### config.mk
export PLATFORM = sky130hd
export DESIGN_NAME = if_stage_flat
export DESIGN_NICKNAME = d
export VERILOG_FILES = /design/src/rtl/if_stage_pkg.sv /design/src/rtl/if_stage_if.sv /design/src/rtl/if_stage_npc_mux4.sv /design/src/rtl/if_stage.sv /design/src/flat_wrapper.sv
export SDC_FILE = /design/constraint.sdc
export NUM_CORES = 1
export LEC_CHECK = 0
export CAP_MARGIN = 20
export CORE_MARGIN = 2
export CORE_UTILIZATION = 30
export CTS_BUF_LIST = sky130_fd_sc_hd__clkbuf_8
export DETAILED_ROUTE_END_ITERATION = 6
export PLACE_DENSITY = 0.61
export SLEW_MARGIN = 25
export SYNTH_ARGS = -nofsm -noshare
export SYNTH_HDL_FRONTEND = slang
export SYNTH_SLANG_ARGS = --single-unit
### constraint.sdc
create_clock -name clock -period 4.45 [get_ports clock]
set_input_delay 1.1125 -clock clock [delete_from_list [all_inputs] [get_ports clock]]
set_output_delay 1.1125 -clock clock [all_outputs]
set_load 0.02 [all_outputs]
### src/rtl/if_stage_pkg.sv
// Shared definitions for the fetch stage and the ID-stage control unit.
// Next-PC select codes, fetch FSM encoding and the bubble instruction word.
package if_stage_pkg;

    localparam logic [1:0] PCSRC_SEQ = 2'b00;
    localparam logic [1:0] PCSRC_BR  = 2'b01;
    localparam logic [1:0] PCSRC_JR  = 2'b10;
    localparam logic [1:0] PCSRC_J   = 2'b11;

    localparam logic [31:0] NOP_WORD = 32'h0000_0000;

    typedef enum logic [1:0] {
        S_IDLE = 2'd0,
        S_REQ  = 2'd1,
        S_HOLD = 2'd2
    } fetch_state_t;

endpackage

### src/rtl/if_stage_if.sv
// Instruction-memory req/ack port of the fetch stage.
// The master drives the request and address; the memory answers with ack and data.
interface if_stage_if;

    logic        imem_req;
    logic [31:0] imem_addr;
    logic        imem_ack;
    logic [31:0] imem_rdata;

    modport master (
        output imem_req,
        output imem_addr,
        input  imem_ack,
        input  imem_rdata
    );

    modport slave (
        input  imem_req,
        input  imem_addr,
        output imem_ack,
        output imem_rdata
    );

endinterface

### src/rtl/if_stage_npc_mux4.sv
// Combinational 32-bit 4:1 mux choosing the next-PC candidate by pcsource.
module npc_mux4
    import if_stage_pkg::*;
(
    input  logic [1:0]  sel,
    input  logic [31:0] d_seq,
    input  logic [31:0] d_br,
    input  logic [31:0] d_jr,
    input  logic [31:0] d_j,
    output logic [31:0] y
);

    always_comb begin
        y = d_seq;
        case (sel)
            PCSRC_BR: y = d_br;
            PCSRC_JR: y = d_jr;
            PCSRC_J:  y = d_j;
            default:  y = d_seq;
        endcase
    end

endmodule

### src/rtl/if_stage.sv
// Instruction-fetch stage: owns the PC, runs the imem req/ack handshake and
// loads the IF/ID register, with load-use stall and a one-instruction delay slot.
//
// state  | meaning
// S_IDLE | first cycle after reset, no request yet
// S_REQ  | request outstanding at pc, waiting for ack
// S_HOLD | word fetched during a stall, parked in hold_inst
module if_stage
    import if_stage_pkg::*;
#(
    parameter logic [31:0] RESET_PC  = 32'h0000_0000,
    parameter logic [31:0] NOP_INSTR = NOP_WORD
) (
    input  logic               clock,
    input  logic               resetn,
    input  logic [1:0]         pcsource,
    input  logic [31:0]        bpc,
    input  logic [31:0]        rpc,
    input  logic [31:0]        jpc,
    input  logic               wpcir,
    if_stage_if.master         imem,
    output logic [31:0]        pc,
    output logic [31:0]        dpc4,
    output logic [31:0]        dinst,
    output logic               dvalid
);

    fetch_state_t state;
    logic         redir_valid;
    logic [31:0]  redir_pc;
    logic [31:0]  hold_inst;
    logic [31:0]  pc4;
    logic [31:0]  target;
    logic [31:0]  npc;
    logic         redirect_now;

    assign pc4 = pc + 32'd4;

    npc_mux4 u_npc_mux4 (
        .sel   (pcsource),
        .d_seq (pc4),
        .d_br  (bpc),
        .d_jr  (rpc),
        .d_j   (jpc),
        .y     (target)
    );

    // A bubble in IF/ID means cu's pcsource is stale, so it is ignored.
    assign redirect_now = dvalid & wpcir & (pcsource != PCSRC_SEQ);
    assign npc          = redir_valid  ? redir_pc :
                          redirect_now ? target   : pc4;

    assign imem.imem_req  = (state == S_REQ);
    assign imem.imem_addr = pc;

    always_ff @(posedge clock or negedge resetn) begin
        if (!resetn) begin
            state       <= S_IDLE;
            pc          <= RESET_PC;
            dpc4        <= 32'd0;
            dinst       <= NOP_INSTR;
            dvalid      <= 1'b0;
            redir_valid <= 1'b0;
            redir_pc    <= 32'd0;
            hold_inst   <= 32'd0;
        end else begin
            case (state)
                S_IDLE: state <= S_REQ;
                S_REQ: begin
                    if (imem.imem_ack) begin
                        if (wpcir) begin
                            dpc4        <= pc4;
                            dinst       <= imem.imem_rdata;
                            dvalid      <= 1'b1;
                            pc          <= npc;
                            redir_valid <= 1'b0;
                        end else begin
                            hold_inst <= imem.imem_rdata;
                            state     <= S_HOLD;
                        end
                    end else if (wpcir) begin
                        dpc4   <= 32'd0;
                        dinst  <= NOP_INSTR;
                        dvalid <= 1'b0;
                        // The delay slot is still in flight: remember where to go after it.
                        if (redirect_now && !redir_valid) begin
                            redir_valid <= 1'b1;
                            redir_pc    <= target;
                        end
                    end
                end
                S_HOLD: begin
                    if (wpcir) begin
                        dpc4        <= pc4;
                        dinst       <= hold_inst;
                        dvalid      <= 1'b1;
                        pc          <= npc;
                        redir_valid <= 1'b0;
                        state       <= S_REQ;
                    end
                end
                default: state <= S_IDLE;
            endcase
        end
    end

endmodule

### src/flat_wrapper.sv
// flat-port wrapper written by rule: the top's interface ports become plain ports
module if_stage_flat import if_stage_pkg::*;
#(
    parameter logic [31:0] RESET_PC  = 32'h0000_0000,
    parameter logic [31:0] NOP_INSTR = NOP_WORD
)
  (clock, resetn, pcsource, bpc, rpc, jpc, wpcir, pc, dpc4, dinst, dvalid, imem_imem_req, imem_imem_addr, imem_imem_ack, imem_imem_rdata);
  if_stage_if imem_i ();
  input  logic clock;
  input  logic resetn;
  input  logic [1:0] pcsource;
  input  logic [31:0] bpc;
  input  logic [31:0] rpc;
  input  logic [31:0] jpc;
  input  logic wpcir;
  output logic [31:0] pc;
  output logic [31:0] dpc4;
  output logic [31:0] dinst;
  output logic dvalid;
  output wire logic [$bits(imem_i.imem_req)-1:0] imem_imem_req;
  output wire logic [$bits(imem_i.imem_addr)-1:0] imem_imem_addr;
  input wire logic [$bits(imem_i.imem_ack)-1:0] imem_imem_ack;
  input wire logic [$bits(imem_i.imem_rdata)-1:0] imem_imem_rdata;
  assign imem_imem_req = imem_i.imem_req;
  assign imem_imem_addr = imem_i.imem_addr;
  assign imem_i.imem_ack = imem_imem_ack;
  assign imem_i.imem_rdata = imem_imem_rdata;
  if_stage #(.RESET_PC(RESET_PC), .NOP_INSTR(NOP_INSTR)) u_core (.clock(clock), .resetn(resetn), .pcsource(pcsource), .bpc(bpc), .rpc(rpc), .jpc(jpc), .wpcir(wpcir), .imem(imem_i), .pc(pc), .dpc4(dpc4), .dinst(dinst), .dvalid(dvalid));
endmodule
==> run metrics, run 1 <==
Async SR Flop Fraction=1.000; Hold Buf Count CTS=0; starting density of the core=0.3024; hold depth=2; GRT Util Overall=0.1836; clk_lat worst skew=0.47 ns; Antenna Diode Count=0; PD cells=658.3 mW/mm^2; syn avg cell area=9.593 sq um; core area=0.02855 sq mm; final sum of negative setup slack=0 ns; Yosys top cell area share=0.4754; final core utilization=0.4155; largest net degree at the start of global routing=89; Least-Margin Pin Slew=0.8712 ns; I/O pins=264; skew final=0.01539 ns; P&R area growth vs syn=37.38%; Seq/Total Area, Yosys=0.4754; startpoint types=flop; total number of vias=7596; global-route wire length before repair=43.28 mm; sequential share of power=0.357; Slew headroom=0.4192; CTS root buf=clkbuf_8; Netlist cell types=62; Routed WL=27.96 mm; Hold Path End=u_core.dpc4[12]; max cap viols=0; DRT Pass-1 Iters=5; CP required=3.34 ns; dpl cells=1470; Placed Area=0.01144 sq mm; Max clock buf depth=2; vias per cell=5.057; Final Hold Viols=0; count leader, synth=dfrtp_1; Die Ht=173.6 microns; unrepaired setup endpoints after global routing=false; Syn Nets=1038; share of post-route cells with drive strength above 1=0.1118; # setup viols final=0; Yosys reg bits=164; Post-synth EDFFs=0; Post-DRT Antenna Nets=0; Total Die Area=0.03015 sq mm; CTS tree=built; worst reg2reg setup slack=1.89 ns; Gates resized, CTS repair=0; per-cell routed wire length=18.62 microns; synth top area cells=dfrtp_1 (48%), mux2_2 (7.2%), o21ai_0 (6.1%), nand2_1 (6.0%), a22oi_1 (4.3%); Comb pwr share=0.492; FMAX=0.3074 GHz; Yosys top cell by area=dfrtp_1; layout filler cell count=2866; Final Net Count=1243; Psw=3339 uW; Synth Warn #=0; Chip Width=173.6 microns; hold path startpoint=u_core.dpc4[12]; H-tree lvl count=4; Clock Power Share=0.151; crit path DAT=2.14 ns; Rows=62; minimum clock period=3.253 ns; Port Buf Inserts=263; min-delay worst type=flop to flop; final std cells w/o fill=1502; Leak Pwr=0.004820 uW; first-iteration detailed-routing DRC count=619; Synth Cell Area=0.008633 sq mm; initial antenna violation count=0; crit end category=output pin; Setup CP Type=flop to output pin; FF-to-FF End=u_core.imem.imem_addr[25]; run status=completed; CTS Buf Count=17; Sink Count=164; Final Instance Area=0.01186 sq mm; HPWL after DPL=20.82 mm; clock-pin slew on the worst setup and hold paths=0.09 ns; CP Max Fanout=11; setup bufs post-CTS=0; Design Power=7807 uW; Final period util=0.7310; Synth Instances=900; Peak VDD IR=361.9 uV; switching share of total power=0.4277; internal power=4468 uW; fin. max-slew vios=0; Reg-to-Reg Start=u_core.state[1]; GRT overflow=0; drt drc=0; number of global-route vias before repair=7406; Primary FF master, synth=dfrtp_1; top cells by count, synth=dfrtp_1 (164), nand2_1 (137), o21ai_0 (106), mux2_2 (55), clkbuf_1 (51); GP Congestion=0.8606; R2R cell count=8
## through the flow
step	setup slack, ns	hold WS, ns
floorplan	1.800	0.4397
global placement	1.091	0.4541
detailed placement	1.081	0.4610
CTS	1.171	0.4833
global route	1.100	0.4990
finish	1.197	0.4795
## layer usage
layer,vias up,part of all wire,GRT usage
li1,3610,-,-
met4,0,0.015,0.04587
met2,258,0.48,0.2997
met1,3705,0.45,0.2513
met5,-,0,0
met3,23,0.057,0.03553
## worst max-delay path, cell delays in order (launching register included)
cell	delay, ns
dfrtp_1	0.42
inv_1	0.09
ha_1	0.43
clkdlybuf4s50_1	0.74
## sequential cells by signal, summed over array words and instances (netlist names)
name	flops
u_core.dinst	32
u_core.dvalid	1
u_core.redir_pc	32
u_core.imem.imem_addr	32
u_core.redir_valid	1
u_core.state	2
u_core.hold_inst	32
u_core.dpc4	32
## cells by family (layout without fill, tap and decap cells)
logic type	count (synthesis)	count (layout)	synth area share
AND/OR/NAND/NOR	258	258	0.1359
AO/OA/AOI/OAI	264	264	0.1964
XOR/XNOR	28	28	0.02841
multiplexers	74	74	0.09522
buffers and inverters	108	326	0.06290
flip-flops	164	164	0.4754
adder cells (fa/ha/maj)	4	4	0.005797
## worst max-delay path by stage
stage	depth (start not counted)	endpoint	slack [ns]	start
after detailed placement	5	u_core.redir_pc[24]	1.08	wpcir
final	3	imem_imem_req	1.20	u_core.state[1]
after global placement	5	u_core.redir_pc[24]	1.09	wpcir
after floorplan	6	u_core.redir_pc[24]	1.80	pcsource[0]
after CTS	3	imem_imem_req	1.17	u_core.state[1]
after global routing	3	imem_imem_req	1.10	u_core.state[1]
## cells in the final DEF, fill, tap and decap left out, types with 12 or more instances in the layout
master,n
nor2_1,48
clkdlybuf4s50_1,261
mux2_2,55
dfrtp_1,164
a21oi_1,27
o21ai_0,104
clkbuf_8,18
xor2_1,16
a22oi_1,50
xnor2_1,12
mux2i_1,18
nand3_1,18
buf_4,20
nand2_1,137
## power groups by stage
| stage | Clock, uW | Sequential [uW] | Combinational, uW |
|---|---|---|---|
| 2_1_floorplan | 0 | 3050 | 1960 |
| 3_3_place_gp | 0 | 2790 | 3810 |
| 3_5_place_dp | 0 | 2810 | 3860 |
| 4_1_cts | 1210 | 2790 | 3870 |
| 5_1_grt | 1270 | 2880 | 4160 |
| 6_report | 1180 | 2780 | 3840 |
## layout make-up
cell class | instances | area, sq um | share of cell area
clock inverters | 14 | 176.4 | 0.01488
multi-input cells | 628 | 4015 | 0.3385
flip-flops and latches | 164 | 4104 | 0.3460
clock buffers | 18 | 247.7 | 0.02089
repair buffers | 284 | 2799 | 0.2360
well taps | 384 | 480.5 | 0.04051
inverters | 10 | 37.54 | 0.003165
(Power assumes the default switching activity.)
==> run 2, diff against run 1 <==
==> constraint.sdc (replaced) <==
create_clock -name clock -period 3.4 [get_ports clock]
set_input_delay 0.85 -clock clock [delete_from_list [all_inputs] [get_ports clock]]
set_output_delay 0.85 -clock clock [all_outputs]
set_load 0.02 [all_outputs]
==> run metrics, run 2 (synthesized netlist as in run 1, its figures left out) <==
run status=completed (unchanged); Critical Path, Cell by Cell=inv_1 > ha_1 > clkdlybuf4s50_1 (unchanged); CTS Buf Count=17 (unchanged); final std cells w/o fill=1513 (was 1502); Reg-to-Reg Start=u_core.imem.imem_addr[2] (was u_core.state[1]); DRT Pass-1 Iters=5 (unchanged); unrepaired setup endpoints after global routing=false (unchanged); slowest cell on the critical path=clkdlybuf4s50_1 (unchanged); commonest cells after routing, fill and taps aside=clkdlybuf4s50_1 (261), dfrtp_1 (164), nand2_1 (137) (unchanged); Chip Width=173.6 microns (unchanged); Hold Buf Count CTS=0 (unchanged); CTS root buf=clkbuf_8 (unchanged); FMAX=0.3366 GHz; Crit path largest cell delay=0.74 ns (about the same); fin. max-slew vios=0 (unchanged); startpoint types=flop (unchanged); CP Max Fanout=11 (unchanged); vias per cell=5.011 (was 5.057); critical path's top delay family=buffers and inverters (unchanged); final worst slack=0.4293 ns (was 1.197 ns); WHS=0.3740 ns (was 0.4795 ns); Gates resized, CTS repair=0 (unchanged); clock-pin slew on the worst setup and hold paths=0.09 ns (about the same); Routed WL=27.80 mm (was 27.96 mm); CP required=2.55 ns (was 3.34 ns); CTS tree=built (unchanged); H-tree lvl count=4 (unchanged); Final period util=0.8737; most common cell after layout, fill and taps aside=clkdlybuf4s50_1 (unchanged); clk_lat worst skew=0.45 ns (was 0.47 ns); minimum clock period=2.971 ns; P&R area growth vs syn=38.07% (was 37.38%); worst reg2reg setup slack=0.95 ns (was 1.89 ns); layout filler cell count=2859 (was 2866); share of post-route cells with drive strength above 1=0.1206 (was 0.1118); final sum of negative setup slack=0 ns (unchanged); Max clock buf depth=2 (unchanged); pre-CTS worst setup slack=0.4062 ns (was 1.081 ns); Port Buf Inserts=263 (unchanged); min-delay worst type=input port to asynchronous set/reset pin (was flop to flop); core area=0.02855 sq mm (unchanged); starting density of the core=0.3024 (unchanged); Total Die Area=0.03015 sq mm (unchanged); GP Congestion=0.8561 (was 0.8606); PD cells=847.9 mW/mm^2 (was 658.3 mW/mm^2); max cap viols=0 (unchanged); I/O pins=264 (unchanged); GRT overflow=0 (unchanged); per-cell routed wire length=18.37 microns (was 18.62 microns); global-route wire length before repair=43.82 mm (was 43.28 mm); Rows=62 (unchanged); largest net degree at the start of global routing=65 (was 89); first-iteration detailed-routing DRC count=589 (was 619); Final Hold Viols=0 (unchanged); total number of vias=7582 (was 7596); number of global-route vias before repair=7532 (was 7406); initial antenna violation count=1 (was 0); skew final=0.01084 ns (was 0.01539 ns); CP Buf/Inv Count=2 (unchanged); crit path DAT=2.12 ns (was 2.14 ns); FF-to-FF End=u_core.dpc4[30] (was u_core.imem.imem_addr[25]); crit end category=output pin (unchanged); setup bufs post-CTS=0 (unchanged); dpl cells=1480 (was 1470); Least-Margin Pin Slew=0.7454 ns (was 0.8712 ns); Slew headroom=0.5012 (was 0.4192); Peak VDD IR=366.2 uV (was 361.9 uV); R2R cell count=6 (was 8); Post-DRT Antenna Nets=0 (unchanged); HPWL after DPL=20.82 mm (about the same); Leak Pwr=0.004848 uW (was 0.004820 uW); Sink Count=164 (unchanged); Setup CP Type=flop to output pin (unchanged); Die Ht=173.6 microns (unchanged); drt drc=0 (unchanged); Final Net Count=1253 (was 1243); GRT Util Overall=0.1836 (about the same); # setup viols final=0 (unchanged)
## run 2: cell count changes in the layout (fill, tap and decap cells not counted), sizes merged
| cell | previous run | this run |
|---|---|---|
| bufinv | 3 | 1 |
| diode | 0 | 1 |
| clkinv | 3 | 2 |
| buf | 23 | 33 |
| clkinvlp | 3 | 6 |
## run 2: area by class of cell
cell class	instances	area, sq um	share of cell area
sequential	164	4104	0.3443
multi-input combinational	628	4019	0.3371
timing repair buffer	294	2899	0.2432
tap	384	480.5	0.04031
clock buffer	18	247.7	0.02078
clock inverter	14	130.1	0.01092
inverter	10	37.54	0.003149
antenna	1	2.502	0.0002099
## run 2: routing by layer
| metal | share of wire | global-route usage | vias to the layer above | wire (microns) |
|---|---|---|---|---|
| met2 | 0.47 | 0.2905 | 266 | 13080 |
| met4 | 0.016 | 0.05322 | 0 | 458 |
| met1 | 0.46 | 0.2564 | 3658 | 12760 |
| li1 | - | - | 3629 | - |
| met3 | 0.054 | 0.03465 | 29 | 1505 |
| met5 | 0 | 0 | - | 0 |
## run 2: through the flow
step           total power, uW    util  area [sq um]
6_report                 10110  0.4176         11920
5_1_grt                  10770  0.4176         11920
3_3_place_gp              8680  0.4038         11530
2_1_floorplan             6554       -          8633
3_5_place_dp              8786  0.4042         11540
4_1_cts                  10190  0.4175         11920
## run 2: how the worst max path moves through the flow
stage	from	end	slack, ns	cells after the start
3_3_place_gp	wpcir	u_core.imem.imem_addr[15]	0.47	6
6_report	u_core.state[1]	imem_imem_req	0.43	3
3_5_place_dp	pcsource[1]	u_core.imem.imem_addr[28]	0.41	8
2_1_floorplan	pcsource[0]	u_core.redir_pc[24]	1.01	6
5_1_grt	u_core.state[1]	imem_imem_req	0.31	3
4_1_cts	u_core.state[1]	imem_imem_req	0.38	3
## run 2: power breakdown
group          internal (uW)  switching (uW)
logic                   2300            2770
clock network            606             778
registers               2820             825
total                   5730            4380
